File: src/rtl/dinorun_pkg.sv
// rtl/dinorun_pkg.sv - shared dino runner types, defaults and the score-to-speed mapping.
package dinorun_pkg;

  typedef enum logic [1:0] {
    STARTING = 2'b00,
    PLAYING  = 2'b01,
    HIT      = 2'b10
  } state_t;

  localparam int FramesPerPointDef = 6;
  localparam int HitHoldFramesDef  = 60;
  localparam int BcdScoreWidth     = 16;
  localparam int MaxSpeed          = 7;
  localparam int BaseSpeed         = 2;

  // Hundreds digit adds one pixel per frame; any thousands digit pins the maximum.
  function automatic logic [2:0] speed_from_score(input logic [BcdScoreWidth-1:0] score);
    if (score[15:12] != 4'd0) begin
      return 3'(MaxSpeed);
    end else if (score[11:8] >= 4'(MaxSpeed - BaseSpeed)) begin
      return 3'(MaxSpeed);
    end else begin
      return 3'(BaseSpeed) + score[10:8];
    end
  endfunction

endpackage

File: src/rtl/dinorun_game_ctrl_if.sv
// rtl/dinorun_game_ctrl_if.sv - game controller inputs from button/collision logic and outputs to movers/display.
interface dinorun_game_ctrl_if;
  import dinorun_pkg::*;

  logic                     next_frame_i;
  logic                     start_i;
  logic                     collision_i;
  logic [1:0]               state_o;
  logic                     title_en_o;
  logic                     obstacle_en_o;
  logic                     freeze_o;
  logic [BcdScoreWidth-1:0] score_o;
  logic [BcdScoreWidth-1:0] high_score_o;
  logic [2:0]               speed_o;

  modport slave (
    input  next_frame_i, start_i, collision_i,
    output state_o, title_en_o, obstacle_en_o, freeze_o, score_o, high_score_o, speed_o
  );

  modport master (
    output next_frame_i, start_i, collision_i,
    input  state_o, title_en_o, obstacle_en_o, freeze_o, score_o, high_score_o, speed_o
  );

endinterface

File: src/rtl/dinorun_bcd_counter.sv
// rtl/dinorun_bcd_counter.sv - 4-digit BCD counter with clear, increment enable and saturation at 9999.
module dinorun_bcd_counter
  import dinorun_pkg::*;
(
  input  logic                     clk_i,
  input  logic                     rst_ni,
  input  logic                     clr_i,
  input  logic                     inc_i,
  output logic [BcdScoreWidth-1:0] count_o,
  output logic [BcdScoreWidth-1:0] count_d_o
);

  logic [BcdScoreWidth-1:0] count_q;
  logic [BcdScoreWidth-1:0] count_d;
  logic                     carry;

  always_comb begin
    count_d = count_q;
    carry   = 1'b1;
    if (clr_i) begin
      count_d = '0;
    end else if (inc_i && (count_q != 16'h9999)) begin
      // Ripple the carry digit by digit; a 9 rolls to 0 and passes it on.
      for (int i = 0; i < 4; i++) begin
        if (carry) begin
          if (count_q[4*i +: 4] == 4'd9) begin
            count_d[4*i +: 4] = 4'd0;
          end else begin
            count_d[4*i +: 4] = count_q[4*i +: 4] + 4'd1;
            carry             = 1'b0;
          end
        end
      end
    end
  end

  always_ff @(posedge clk_i or negedge rst_ni) begin
    if (!rst_ni) begin
      count_q <= '0;
    end else begin
      count_q <= count_d;
    end
  end

  assign count_o   = count_q;
  assign count_d_o = count_d;

endmodule

File: src/rtl/dinorun_game_ctrl.sv
// rtl/dinorun_game_ctrl.sv - STARTING/PLAYING/HIT sequencer with BCD score, high score and speed level.
module dinorun_game_ctrl
  import dinorun_pkg::*;
#(
  parameter int FramesPerPoint = FramesPerPointDef,
  parameter int HitHoldFrames  = HitHoldFramesDef
) (
  input  logic                clk_i,
  input  logic                rst_ni,
  dinorun_game_ctrl_if.slave  gif
);

  state_t                   state_q;
  logic                     start_q;
  logic [5:0]               frame_q;
  logic [7:0]               hold_q;
  logic [BcdScoreWidth-1:0] high_q;
  logic [2:0]               speed_q;
  logic                     title_q;
  logic                     obstacle_q;
  logic                     freeze_q;

  logic                     start_rise;
  logic                     frame_tick;
  logic                     hold_done;
  logic                     go_play;
  logic                     score_inc;
  logic [BcdScoreWidth-1:0] score;
  logic [BcdScoreWidth-1:0] score_d;

  assign start_rise = gif.start_i & ~start_q;
  assign frame_tick = gif.next_frame_i && (frame_q == 6'(FramesPerPoint - 1));
  assign hold_done  = (hold_q == 8'(HitHoldFrames));
  assign go_play    = start_rise && ((state_q == STARTING) || ((state_q == HIT) && hold_done));
  // A collision on the scoring frame ends the game without awarding the point.
  assign score_inc  = (state_q == PLAYING) && frame_tick && !gif.collision_i;

  dinorun_bcd_counter u_score (
    .clk_i     (clk_i),
    .rst_ni    (rst_ni),
    .clr_i     (go_play),
    .inc_i     (score_inc),
    .count_o   (score),
    .count_d_o (score_d)
  );

  always_ff @(posedge clk_i or negedge rst_ni) begin
    if (!rst_ni) begin
      state_q    <= STARTING;
      start_q    <= 1'b1;
      frame_q    <= '0;
      hold_q     <= '0;
      high_q     <= '0;
      speed_q    <= 3'(BaseSpeed);
      title_q    <= 1'b1;
      obstacle_q <= 1'b0;
      freeze_q   <= 1'b0;
    end else begin
      start_q <= gif.start_i;
      speed_q <= speed_from_score(score_d);
      case (state_q)
        STARTING: begin
          if (go_play) begin
            state_q    <= PLAYING;
            frame_q    <= '0;
            title_q    <= 1'b0;
            obstacle_q <= 1'b1;
            freeze_q   <= 1'b0;
          end
        end
        PLAYING: begin
          if (gif.collision_i) begin
            state_q  <= HIT;
            hold_q   <= '0;
            freeze_q <= 1'b1;
            if (score > high_q) begin
              high_q <= score;
            end
          end else if (gif.next_frame_i) begin
            frame_q <= frame_tick ? 6'd0 : frame_q + 6'd1;
          end
        end
        HIT: begin
          if (go_play) begin
            state_q  <= PLAYING;
            frame_q  <= '0;
            freeze_q <= 1'b0;
          end else if (gif.next_frame_i && !hold_done) begin
            hold_q <= hold_q + 8'd1;
          end
        end
        default: begin
          state_q    <= STARTING;
          title_q    <= 1'b1;
          obstacle_q <= 1'b0;
          freeze_q   <= 1'b0;
        end
      endcase
    end
  end

  assign gif.state_o       = state_q;
  assign gif.title_en_o    = title_q;
  assign gif.obstacle_en_o = obstacle_q;
  assign gif.freeze_o      = freeze_q;
  assign gif.score_o       = score;
  assign gif.high_score_o  = high_q;
  assign gif.speed_o       = speed_q;

endmodule

File: src/flat_wrapper.sv
// flat-port wrapper written by rule: the top's interface ports become plain ports
module dinorun_game_ctrl_flat import dinorun_pkg::*;
#(
  parameter int FramesPerPoint = FramesPerPointDef,
  parameter int HitHoldFrames  = HitHoldFramesDef
)
  (clk_i, rst_ni, gif_next_frame_i, gif_start_i, gif_collision_i, gif_state_o, gif_title_en_o, gif_obstacle_en_o, gif_freeze_o, gif_score_o, gif_high_score_o, gif_speed_o);
  dinorun_game_ctrl_if gif_i ();
  input  logic clk_i;
  input  logic rst_ni;
  input wire logic [$bits(gif_i.next_frame_i)-1:0] gif_next_frame_i;
  input wire logic [$bits(gif_i.start_i)-1:0] gif_start_i;
  input wire logic [$bits(gif_i.collision_i)-1:0] gif_collision_i;
  output wire logic [$bits(gif_i.state_o)-1:0] gif_state_o;
  output wire logic [$bits(gif_i.title_en_o)-1:0] gif_title_en_o;
  output wire logic [$bits(gif_i.obstacle_en_o)-1:0] gif_obstacle_en_o;
  output wire logic [$bits(gif_i.freeze_o)-1:0] gif_freeze_o;
  output wire logic [$bits(gif_i.score_o)-1:0] gif_score_o;
  output wire logic [$bits(gif_i.high_score_o)-1:0] gif_high_score_o;
  output wire logic [$bits(gif_i.speed_o)-1:0] gif_speed_o;
  assign gif_i.next_frame_i = gif_next_frame_i;
  assign gif_i.start_i = gif_start_i;
  assign gif_i.collision_i = gif_collision_i;
  assign gif_state_o = gif_i.state_o;
  assign gif_title_en_o = gif_i.title_en_o;
  assign gif_obstacle_en_o = gif_i.obstacle_en_o;
  assign gif_freeze_o = gif_i.freeze_o;
  assign gif_score_o = gif_i.score_o;
  assign gif_high_score_o = gif_i.high_score_o;
  assign gif_speed_o = gif_i.speed_o;
  dinorun_game_ctrl #(.FramesPerPoint(FramesPerPoint), .HitHoldFrames(HitHoldFrames)) u_core (.clk_i(clk_i), .rst_ni(rst_ni), .gif(gif_i));
endmodule
File: config.mk
export PLATFORM = sky130hd
export DESIGN_NAME = dinorun_game_ctrl_flat
export DESIGN_NICKNAME = d
export VERILOG_FILES = /design/src/rtl/dinorun_pkg.sv /design/src/rtl/dinorun_game_ctrl_if.sv /design/src/rtl/dinorun_bcd_counter.sv /design/src/rtl/dinorun_game_ctrl.sv /design/src/flat_wrapper.sv
export SDC_FILE = /design/constraint.sdc
export NUM_CORES = 1
export LEC_CHECK = 0
export ABC_AREA = 1
export CAP_MARGIN = 30
export CORE_MARGIN = 1
export CORE_UTILIZATION = 25
export DETAILED_ROUTE_END_ITERATION = 7
export GPL_TIMING_DRIVEN = 0
export HOLD_SLACK_MARGIN = 0.1
export REMOVE_ABC_BUFFERS = 1
export SLEW_MARGIN = 30
export SYNTH_ARGS = -nofsm -noshare
export SYNTH_HDL_FRONTEND = slang
export SYNTH_HIERARCHICAL = 1
export SYNTH_SLANG_ARGS = --single-unit
export TNS_END_PERCENT = 10
File: constraint.sdc
create_clock -name clk_i -period 4.95 [get_ports clk_i]
set_input_delay 0.495 -clock clk_i [delete_from_list [all_inputs] [get_ports clk_i]]
set_output_delay 0.495 -clock clk_i [all_outputs]
set_load 0.05 [all_outputs]
==> reports/summary.txt <==
I/O pin cnt: 45
Worst Path Required: 5140 ps
Synthesized netlist cell count: 501
Setup TNS: 0 ps
Post-route DRC: 0
Die width: 124 µm
DR iter-0 viols: 193
First drt pass iteration count: 6
CP endpoint kind: flop
GRT Residual Overflow: 0
R2r startpoint: u_core/gif.state_o[1]
Most frequent cell after synthesis: nand2_1
CTS tree: built
Routed Antenna Nets: 0
Fillers: 1,615
Final period util: 63.7%
Share of the synthesized area in the top cell type: 34.1%
Yosys top cell by area: dfrtp_1
CTS Sinks: 54
Hold crit path type: flop to flop
Htree depth: 2
Starting Density: 25.7%
Inserted Diodes: 0
Worst VDD drop: 0.226 mV
Routed WL per cell: 12.0 µm
Nets: 574
Leak: 2.23 nW
Max_cap viols: 0
GP Congestion: 0.825
Synth warnings: 6
Largest net degree at the start of global routing: 39
Worst Path Max Fanout: 11
Die Area: 0.0154 mm²
Proportion of layout cells with a drive suffix above 1: 12.8%
Synth area leaders: dfrtp_1 (34%), nand2_1 (16%), ha_1 (7.7%)
DIE HEIGHT: 124 µm
Clock Skew: 13.3 ps
Post-Syn Area per Cell: 7.46 µm²
CP Class: flop to flop
Area growth syn-to-layout: 21.5%
Tightest Pin Transition: 749 ps
Dpl hpwl: 6450 µm
Final Hold Fails: 0
WL final: 8800 µm
Clock root cell: clkbuf_16
Pre-CTS setup slack: 1610 ps
Post-CTS sizing: 0
Vias: 3,197
All-Layer GR Usage: 12.3%
Status: finished, final reports clean
Num CTS Buffers: 5
Worst-path clk slew: 70 ps
Number of max-slew violations in the final report: 0
Ys flop type: dfrtp_1
Hold Startpoint: u_core/gif.obstacle_en_o
Initial antenna violation count: 0
Tmin final: 3150 ps
Post-synth top cells: nand2_1 (158), inv_1 (58), dfrtp_1 (51), nand3_1 (49), nor2_1 (46)
Yosys reg bits: 54
Setup repair bufs after CTS: 0
First-pass GRT wire length: 15,500 µm
CP startpoint kind: flop
Synth cell types: 37
Final number of setup-violating endpoints: 0
Max Fclk: 317 MHz
I/O Buffers: 44
Slew HR: 49.9%
Synthesized area: 0.00374 mm²
Post-synth ARST share: 100%
Num rows: 44
Largest buffer count on any clock path: 2
Number of synthesized flops with an enable pin: 0
Pwr Total: 0.00263 W
Avg Vias per Cell: 4.37
Final worst slack: 1800 ps
RSZ-0062 raised after global routing: false
Vias in the first global route: 3,151
Post-synthesis sequential area ratio: 36.3%
Crit path arrival time: 3350 ps
Clock latency on the worst-skew pair: 300 ps
Core region area: 0.0145 mm²
Crit. Startpoint: u_core/gif.state_o[1]
Pwr/cell area: 579 mW/mm²
kinds of logic after synthesis:
kind of cell | Yosys count | synth area share [%]
AOI/OAI and AO/OA | 33 | 5.86
buffers and inverters | 72 | 8.34
DFF | 54 | 36.3
xor gates and xnor gates | 7 | 1.64
and+or+nand+nor | 312 | 40.2
adders and majority gates | 23 | 7.70
cells in the final DEF (no fill, tap or decap), types with 5 or more instances in the layout:
cell type and count:
nand2_4 11, inv_2 6, ha_1 23, xor2_1 7, nor3_1 5, a21oi_2 6
nor2_1 46, nor2_4 5, nand3_1 49, nand2_1 158, nand2_2 16, clkbuf_16 5
o21ai_0 9, dfrtp_1 51, clkdlybuf4s50_1 43, inv_1 58, a21oi_1 11
what timing repair did:
item	CTS	global route
endpoints found under the setup margin	0	0
hold buffers	1	0
endpoints found under the hold margin	16	0
worst max-delay path, stage by stage, from the launching register on:
cell and delay (ps):
dfrtp_1 430, inv_1 90, ha_1 250, inv_1 80, nor2_1 120, inv_1 200
nor2_1 650, inv_1 120, nor2_2 360, nand2_1 90, nand2_1 70, nor2_1 50
nor4_1 290, o21a_1 200, nand2_1 50
sequential cells by signal (all words and copies together), names as in the netlist:
| register | flops |
|---|---|
| u_core/gif.state_o | 2 |
| u_core/gif.high_score_o | 16 |
| u_core/gif.obstacle_en_o | 1 |
| u_core/u_score/count_o | 16 |
| u_core/hold_q | 8 |
| u_core/gif.title_en_o | 1 |
| u_core/frame_q | 6 |
| u_core/start_q | 1 |
| u_core/gif.speed_o | 3 |
metrics by stage:
stage	util (%)	area, µm²	cells	hold slack [ps]
6_report	31.3	4540	731	492
5_1_grt	31.3	4540	731	522
4_1_cts	31.3	4540	731	498
3_5_place_dp	30.0	4350	722	393
3_3_place_gp	29.8	4340	721	468
2_1_floorplan	-	3670	493	199
power breakdown:
group | leakage (nW) | switching [W] | internal, W
sequential | 0.719 | 0.000135 | 0.000554
combinational | 1.43 | 0.00103 | 0.000478
clock | 0.0875 | 0.000173 | 0.000255
per-layer routing:
layer	share of wire [%]	vias up	global-route usage [%]
met5	0	-	0
met4	0.84	0	3.69
met3	3.3	6	2.19
met2	47	53	19.7
met1	48	1469	16.7
li1	-	1669	-
final cells by class:
class	instances	area, µm²	area share, %
Multi-Input combinational cell	375	2070	45.6
Timing Repair Buffer	46	468	10.3
Sequential cell	54	1360	29.8
Clock inverter	2	38.8	0.854
Tap cell	184	230	5.07
Inverter	64	240	5.29
Clock buffer	6	139	3.06
worst paths after layout:
kind	slack [ps]	to	cells after the start
setup / recovery	1800	u_core/gif.speed_o[0]	14
hold / removal	490	u_core/gif.obstacle_en_o	2
setup reg to reg	1800	u_core/gif.speed_o[0]	14
hold reg to reg	490	u_core/gif.obstacle_en_o	2
max in group asynchronous	3780	u_core/gif.speed_o[1]	3
min in group asynchronous	610	u_core/gif.high_score_o[4]	2
Note: power is estimated with default switching activity, not from simulation.
